--- src/rtl/cop0_exception_unit.sv ---
// MIPS CP0: Status/Cause/EPC registers, exception prioritisation and MTC0/MFC0 access.
// Optional Count/Compare timer interrupt enabled by defining COP0_TIMER_EN.
module cop0_exception_unit #(
  parameter logic [31:0] HANDLER_ADDR = 32'h0000_0100,
  parameter logic [31:0] STATUS_RST   = 32'h0000_0000
) (
  input  logic        i_clk,
  input  logic        i_rst,
  input  logic        i_arithmetic_overflow,
  input  logic        i_unknown_command,
  input  logic        i_unknown_func,
  input  logic        i_external_interrupt,
  input  logic [31:0] i_data,
  input  logic [4:0]  i_address,
  input  logic [31:0] i_pc_to_epc_from_execute,
  input  logic [31:0] i_pc_to_epc_from_decode,
  input  logic [31:0] i_pc_to_epc_from_fetch,
  input  logic        i_mtc0,
  input  logic        i_eret,
  output logic [31:0] o_epc_to_pc,
  output logic        o_exception,
  output logic [31:0] o_handler_address,
  output logic [31:0] o_data
);

  localparam logic [4:0] ADDR_COUNT   = 5'd9;
  localparam logic [4:0] ADDR_COMPARE = 5'd11;
  localparam logic [4:0] ADDR_STATUS  = 5'd12;
  localparam logic [4:0] ADDR_CAUSE   = 5'd13;
  localparam logic [4:0] ADDR_EPC     = 5'd14;

  localparam logic [4:0] EXC_INT = 5'd0;
  localparam logic [4:0] EXC_RI  = 5'd10;
  localparam logic [4:0] EXC_OV  = 5'd12;

  logic        status_ie;
  logic        status_exl;
  logic [7:0]  status_im;
  logic [4:0]  cause_exc;
  logic [1:0]  cause_ip_sw;
  logic        cause_ip2;
  logic        cause_ip7;
  logic [31:0] epc;

  logic [31:0] status_word;
  logic [31:0] cause_word;

  logic        exc_req;
  logic        exc_take;
  logic [4:0]  exc_code;
  logic [31:0] exc_pc;
  logic        int_req;

  assign status_word = {16'b0, status_im, 6'b0, status_exl, status_ie};
  assign cause_word  = {16'b0, cause_ip7, 4'b0, cause_ip2, cause_ip_sw, 1'b0, cause_exc, 2'b0};

  assign int_req = status_ie & ((cause_ip2 & status_im[2]) | (cause_ip7 & status_im[7]));

  always_comb begin
    exc_req  = 1'b0;
    exc_code = EXC_INT;
    exc_pc   = '0;
    if (i_arithmetic_overflow) begin
      exc_req  = 1'b1;
      exc_code = EXC_OV;
      exc_pc   = i_pc_to_epc_from_execute;
    end else if (i_unknown_command || i_unknown_func) begin
      exc_req  = 1'b1;
      exc_code = EXC_RI;
      exc_pc   = i_pc_to_epc_from_decode;
    end else if (int_req) begin
      exc_req  = 1'b1;
      exc_code = EXC_INT;
      exc_pc   = i_pc_to_epc_from_fetch;
    end
  end

  assign exc_take          = exc_req & ~status_exl;
  // Reset gates the flush so a request held across reset cannot leak out.
  assign o_exception       = exc_take & ~i_rst;
  assign o_epc_to_pc       = epc;
  assign o_handler_address = HANDLER_ADDR;

  always_ff @(posedge i_clk or posedge i_rst) begin
    if (i_rst) begin
      status_ie   <= STATUS_RST[0];
      status_exl  <= STATUS_RST[1];
      status_im   <= STATUS_RST[15:8];
      cause_exc   <= '0;
      cause_ip_sw <= '0;
      cause_ip2   <= 1'b0;
      epc         <= '0;
    end else begin
      cause_ip2 <= i_external_interrupt;
      if (exc_take) begin
        epc        <= exc_pc;
        cause_exc  <= exc_code;
        status_exl <= 1'b1;
      end else begin
        if (i_mtc0) begin
          case (i_address)
            ADDR_STATUS: begin
              status_ie  <= i_data[0];
              status_exl <= i_data[1];
              status_im  <= i_data[15:8];
            end
            ADDR_CAUSE: cause_ip_sw <= i_data[9:8];
            ADDR_EPC:   epc         <= i_data;
            default: ;
          endcase
        end
        // Later assignment wins, so an ERET alongside an MTC0 to Status still clears EXL.
        if (i_eret) status_exl <= 1'b0;
      end
    end
  end

`ifdef COP0_TIMER_EN
  logic [31:0] count;
  logic [31:0] compare;
  logic        wr_ok;

  assign wr_ok = i_mtc0 & ~exc_take;

  always_ff @(posedge i_clk or posedge i_rst) begin
    if (i_rst) begin
      count     <= '0;
      compare   <= '0;
      cause_ip7 <= 1'b0;
    end else begin
      count <= count + 32'd1;
      if (count == compare) cause_ip7 <= 1'b1;
      if (wr_ok && i_address == ADDR_COUNT) count <= i_data;
      if (wr_ok && i_address == ADDR_COMPARE) begin
        compare   <= i_data;
        cause_ip7 <= 1'b0;
      end
    end
  end

  always_comb begin
    o_data = '0;
    case (i_address)
      ADDR_COUNT:   o_data = count;
      ADDR_COMPARE: o_data = compare;
      ADDR_STATUS:  o_data = status_word;
      ADDR_CAUSE:   o_data = cause_word;
      ADDR_EPC:     o_data = epc;
      default:      o_data = '0;
    endcase
  end
`else
  assign cause_ip7 = 1'b0;

  always_comb begin
    o_data = '0;
    case (i_address)
      ADDR_STATUS: o_data = status_word;
      ADDR_CAUSE:  o_data = cause_word;
      ADDR_EPC:    o_data = epc;
      default:     o_data = '0;
    endcase
  end
`endif

endmodule

--- config.mk ---
export PLATFORM = sky130hd
export DESIGN_NAME = cop0_exception_unit
export DESIGN_NICKNAME = d
export VERILOG_FILES = /design/src/rtl/cop0_exception_unit.sv
export SDC_FILE = /design/constraint.sdc
export NUM_CORES = 1
export LEC_CHECK = 0
export CORE_MARGIN = 5
export CORE_UTILIZATION = 37
export DETAILED_ROUTE_END_ITERATION = 6
export PLACE_DENSITY_LB_ADDON = 0.08
export SETUP_SLACK_MARGIN = 0.3
export SYNTH_ARGS = -nofsm -noshare
export SYNTH_HDL_FRONTEND = slang
export SYNTH_SLANG_ARGS = --single-unit
--- constraint.sdc ---
create_clock -name i_clk -period 4.2 [get_ports i_clk]
set_clock_uncertainty 0.1 [all_clocks]
set_input_delay 0.84 -clock i_clk [delete_from_list [all_inputs] [get_ports i_clk]]
set_output_delay 0.84 -clock i_clk [all_outputs]
set_load 0.005 [all_outputs]
==> results.py <==
metrics = {
    "finish": {
        "drive_gt1_share_pct": 7.431,
        "mostFrequentLayoutCells": "clkdlybuf4s50_1 (205), mux2i_1 (65), dfrtp_1 (48)",
        "finalInstanceArea_sq_um": 5233,
        "fin_nets": 611,
        "area_delta_synth_final_pct": 65.30,
        "fillers": 668,
        "layout_commonest_cell": "clkdlybuf4s50_1",
        "diodes": 0,
    },
    "sta": {
        "slew_headroom_pct": 31.39,
        "fmax_mhz": 267.0,
        "period_share_pct": 89.18,
        "fin_tns_setup_ns": 0,
        "setup_ws_ns": 0.4546,
        "tightestPinTransition_ns": 1.028,
        "whs_ns": 0.3948,
        "drv_slew": 0,
        "finalHoldViolations": 0,
        "rsz0062_at_grt": "false",
        "setup_viol": 0,
        "period_needed_ns": 3.745,
    },
    "global_routing": {
        "overflow": 0,
        "grt_max_degree": 49,
        "first_global_vias": 3241,
        "grt_pass1_wl_mm": 16.53,
        "grt_usage_pct": 20.34,
        "antenna_found_initial": 0,
    },
    "cts": {
        "clk_latency_ns": 0.29,
        "clk_pin_slew_ns": 0.09,
        "cts_tree": "built",
        "clock-sinks": 48,
        "clk_root_buffer_cell": "clkbuf_8",
        "holdBufCountCts": 0,
        "post_cts_resized": 0,
        "ctsLongestPathBuffers": 2,
        "cts-buffers-inserted": 5,
        "postCtsSetupRepairBufs": 0,
        "h-tree-depth": 2,
    },
    "die": {
        "core_sq_um": 8258,
        "start_util_pct": 38.33,
        "ios": 238,
        "dieArea_sq_um": 10510,
        "floorplan.die.height_um": 102.5,
        "die_w_um": 102.5,
        "floorplan.rows": 33,
    },
    "yosys": {
        "synth_seq_cells": 48,
        "yosysSeqAreaShare_pct": 37.94,
        "synth_edf_count": 0,
        "syn_inst": 274,
        "synth_area_sq_um": 3166,
        "yosys_warnings": 0,
        "yosysTopAreaCellShare_pct": 37.94,
        "ys_top_cells_by_area": "dfrtp_1 (38%), mux2i_1 (21%), a222oi_1 (10%)",
        "synth_top_cell_by_area": "dfrtp_1",
        "synth_ff_type": "dfrtp_1",
        "syn_avg_cell_area_sq_um": 11.55,
        "async_flop_share_pct": 100.0,
        "synth_cell_types": 29,
    },
    "critical_path": {
        "timing.critical_path.mode_cell": "clkdlybuf4s50_1",
        "cp_top_family": "buffers and inverters",
        "cp-end-kind": "output pin",
        "crit_required_ns": 3.26,
        "max_stage_delay_ns": 0.66,
        "worstSetupPathType": "in -> out",
        "cp_num_buf_inv": 2,
        "worst_ep_arrival_time_ns": 2.81,
        "crit_path_max_fanout": 7,
        "critPathLaunchType": "primary input",
        "slowest_stage": "clkdlybuf4s50_1",
        "crit_chain": "clkdlybuf4s50_1 > nor3b_2 > a22oi_1 > nand2_1 > clkdlybuf4s50_1",
    },
    "pwr": {
        "power_density_nw_per_um2": 384.4,
        "leakage_nw": 2.179,
        "ir_worst_vdd_mv": 0.2232,
        "total_power_w": 0.002011,
    },
    "route": {
        "vias": 2946,
        "drtIter0Drc": 174,
        "drc_errors": 11,
        "wl_per_cell_um": 19.44,
        "drtAntennaViolNets": 0,
        "wl_mm": 11.20,
        "vias_per_cell": 5.115,
        "drt-pass1-iter-count": 7,
    },
    "min_path": {
        "hp-class": "reg -> reg",
    },
    "placed_design": {
        "hpwl_mm": 8.515,
        "dpl_cell_area_sq_um": 5135,
        "gp_congestion": 0.7891,
        "port_buffers": 205,
        "place_ws_ns": 0.4462,
    },
    "flow_run": {
        "cap_violations": 0,
    },
    "status": {
        "status": "finished with violations",
        "failed_checks": "DRC",
    },
}
==> report_power, final <==
part | internal (W) | switching, W
sequential | 0.000652 | 0.000163
combinational | 0.000590 | 0.000315
clock | 0.000134 | 0.000158
==> worst reg2reg max path, cell delays in order, from the launching register on <==
cell and delay [ns]:
dfrtp_1 0.42, nand3_1 0.14, a21o_2 0.15, buf_4 0.50, and2_2 0.48, mux2_4 0.34
==> routing by layer <==
metal | part of all wire (%) | vias to the layer above | track usage, %
met2 | 52 | 131 | 36.35
met4 | 1.6 | 0 | 6.054
li1 | - | 1379 | -
met1 | 38 | 1424 | 23.53
met5 | 0 | - | 0
met3 | 8.2 | 12 | 5.886
==> cells by family (layout without fill, tap and decap cells) <==
kind of cell    after synthesis  after routing  synth area share, %
compound gates               51             51                14.70
buf+inv                      55            222                12.53
flops                        48             48                37.94
mux                          76             76                25.53
other cells                   2             32               0.2372
simple gates                 42             42                9.051
==> synth_stat cells (all sizes together) (2+ instances only) <==
| library cell | instances |
|---|---|
| a222oi | 32 |
| a22o | 10 |
| a22oi | 3 |
| and2 | 20 |
| buf | 45 |
| clkbuf | 8 |
| conb | 2 |
| dfrtp | 48 |
| inv | 2 |
| mux2 | 11 |
| mux2i | 65 |
| nand2 | 9 |
| nor2 | 3 |
| nor3 | 3 |
| nor3b | 2 |
| o21ai | 4 |
==> flip-flops by register name (all words and copies together), names as in the netlist <==
| register | flops |
|---|---|
| o_epc_to_pc | 32 |
| status_ie | 1 |
| cause_ip2 | 1 |
| status_im | 8 |
| cause_ip_sw | 2 |
| cause_exc | 3 |
| status_exl | 1 |
==> cell type report <==
class                   instances  area [sq um]  area share (%)
clock inverters                 2         15.01          0.2869
flip-flops and latches         48          1201           22.96
inverters                       2         7.507          0.1435
well taps                     105         131.4           2.511
multi-input cells             201          1690           32.31
clock buffers                   6         82.58           1.578
repair buffers                212          2105           40.22
==> metrics by stage <==
step | utilization, % | instances
2_1_floorplan | - | 304
3_3_place_gp | 62.18 | 568
3_5_place_dp | 62.18 | 568
4_1_cts | 63.36 | 576
5_1_grt | 63.36 | 576
6_report | 63.36 | 576
==> path summary, 6_finish.rpt <==
path | startpoint | end | slack [ns] | depth (start not counted)
worst max-delay path | i_address[0] | o_data[10] | 0.45 | 5
worst min-delay path | cause_ip_sw[0] | cause_ip_sw[0] | 0.39 | 1
min in group asynchronous | i_rst | o_epc_to_pc[7] | 1.03 | 2
max in group asynchronous | i_rst | o_epc_to_pc[16] | 2.33 | 2
worst min register to register | cause_ip_sw[0] | cause_ip_sw[0] | 0.39 | 1
worst max register to register | status_ie | status_im[3] | 1.94 | 5
Note: power is estimated with default switching activity, not from simulation.
==> RTL change, RTL diff (same flow settings) <==
Add a define of `COP0_TIMER_EN`.
--- a/src/rtl/cop0_exception_unit.sv
+++ b/src/rtl/cop0_exception_unit.sv
@@ -2,2 +2,4 @@
 // Optional Count/Compare timer interrupt enabled by defining COP0_TIMER_EN.
+`define COP0_TIMER_EN
+
 module cop0_exception_unit #(
Function: changed (Yosys sat finds a counterexample within 4 cycles, from zero or initial values and one cycle with i_rst high).
==> RTL change against the unedited design <==
Cell area rose by 92%. Area after synthesis rose by 130%. Power rose to 2.6 times the old value. Via count rose by 120%. Wire length rose by 120%. Clock power rose to 4.7 times the old value. Synthesized cell count rose to 2.9 times the old value. Global-route usage rose by 1.7 points. Worst setup slack got worse by 96 ps. Sequential cell count rose by 65. Largest power group is now registers.
==> RTL change: results (changes against the unedited design) <==
* Worst relative slew slack at 44.5% (was 31.4%)
* CP peak stage delay at 530 ps (was 660 ps)
* Xor/xnor cell area share of the yosys netlist at 7.46% (was 0%)
* Clk pin slew, worst setup/hold paths at 50 ps (was 90 ps)
* Clock buffer cells at 27 (was 6)
* Average cell area after synthesis at 9.12 um2 (was 11.6 um2)
* Combinational share of power at 35.0% (was 45.0%)
* Sequential portion of the cell area at 28.2% (was 23.0%)
* Maximum fanout along the worst path at 29 (was 7)
* Wire length of the first global-routing pass at 37900 um (was 16500 um)
* Total number of sequential cells at 113 (was 48)
* Multi-input combinational area share at 39.7% (was 32.3%)
* Reg-to-Reg End: o_epc_to_pc[30]$_DFFE_PP0P_ (was status_im[3]$_DFFE_PP0P_)
* Non-Clock Buffer Count at 227 (was 212)
* Run status: finished, final reports clean (was finished, violations left)
* Multiplexer fraction of the synthesized cell area at 12.4% (was 25.5%)
* Global routing usage summed across all routing layers at 22.0% (was 20.3%)
* Non-CTS inverters at 5 (was 2)
* Origin of the worst min-delay path: cause_exc[2]$_DFFE_PP0P_ (was cause_ip_sw[0]$_DFFE_PP0P_)
* Final-layout non-clock buffer area share at 23.0% (was 40.2%)
* Worst setup slack for register-to-register paths at 1730 ps (was 1940 ps)
* Ranking of synthesized cells by instance count: dfrtp_1, nand2_1, a21oi_1, nand4_1, xnor2_1 (was mux2i_1, dfrtp_1, buf_4, a222oi_1, and2_1)
* Via count at 6537 (was 2946)
* Detailed Route Iter0 Violations at 314 (was 174)
* Number of nets in the layout at 1112 (was 611)
* Clock group share of total power at 26.8% (was 14.5%)
* Endpoint, Worst Hold: cause_exc[2]$_DFFE_PP0P_ (was cause_ip_sw[0]$_DFFE_PP0P_)
* Beginning of the critical path: i_address[4] (was i_address[0])
* Clock-cell share of area at 5.61% (was 1.87%)
* Number of cells on the worst hold path at 2 (was 1)
* Vias per std cell at 5.24 (was 5.11)
* Lkg Pwr at 3.82 nW (was 2.18 nW)
* Arr. time, crit path at 2900 ps (was 2810 ps)
* Worst vdd rail ir drop at 242 uV (was 223 uV)
* Switching pwr at 1.82 mW (was 636 uW)
* Placed cell count at 1214 (was 568)
* Filler cell count at 1887 (was 668)
* H-tree Lvls at 4 (was 2)
* FF-to-FF path depth at 6 (was 5)
* Smallest hold slack at 392 ps (was 395 ps)
* Share of cells above drive strength 1 at 8.44% (was 7.43%)
* Main area contributors after synthesis: dfrtp_1, nand2_1, a21oi_1 (was dfrtp_1, mux2i_1, a222oi_1)
* Remaining routing DRC violations at 0 (was 11)
* Share of the yosys chip area belonging to registers at 38.9% (was 37.9%)
* Clock latency at the later pin of the worst-skew pair at 420 ps (was 290 ps)
* Number of combinational gates with multiple inputs at 606 (was 201)
* 1st-pass router iterations at 5 (was 7)
* Largest net degree at the start of global routing at 67 (was 49)
* Area fraction in compound gates after synthesis at 17.8% (was 14.7%)
==> RTL change: changes by cell type in the layout (fill, tap and decap cells not counted), sizes merged, moves of 22 or more <==
cell / unedited run / this run
o21ai: 4 / 52
nand2: 9 / 109
mux2: 11 / 47
a211oi: 0 / 32
a21oi: 0 / 80
clkbuf: 6 / 28
nand4: 0 / 53
mux2i: 65 / 37
a222oi: 32 / 0
dfrtp: 48 / 113
xnor2: 0 / 43
==> RTL change: stage by stage <==
stage	utilization, %	worst slack (ps)
global route	51.8	271
global placement	48.6	307
finish	51.8	358
detailed placement	48.6	304
CTS	51.5	305
floorplan	-	1180
==> RTL change: metal layers <==
metal / vias up / GRT usage, % / routed length, um
met5: - / 0 / 0
met4: 0 / 5.40 / 306
met3: 22 / 6.20 / 1850
met2: 222 / 34.0 / 11300
met1: 3120 / 30.7 / 11600
li1: 3173 / - / -
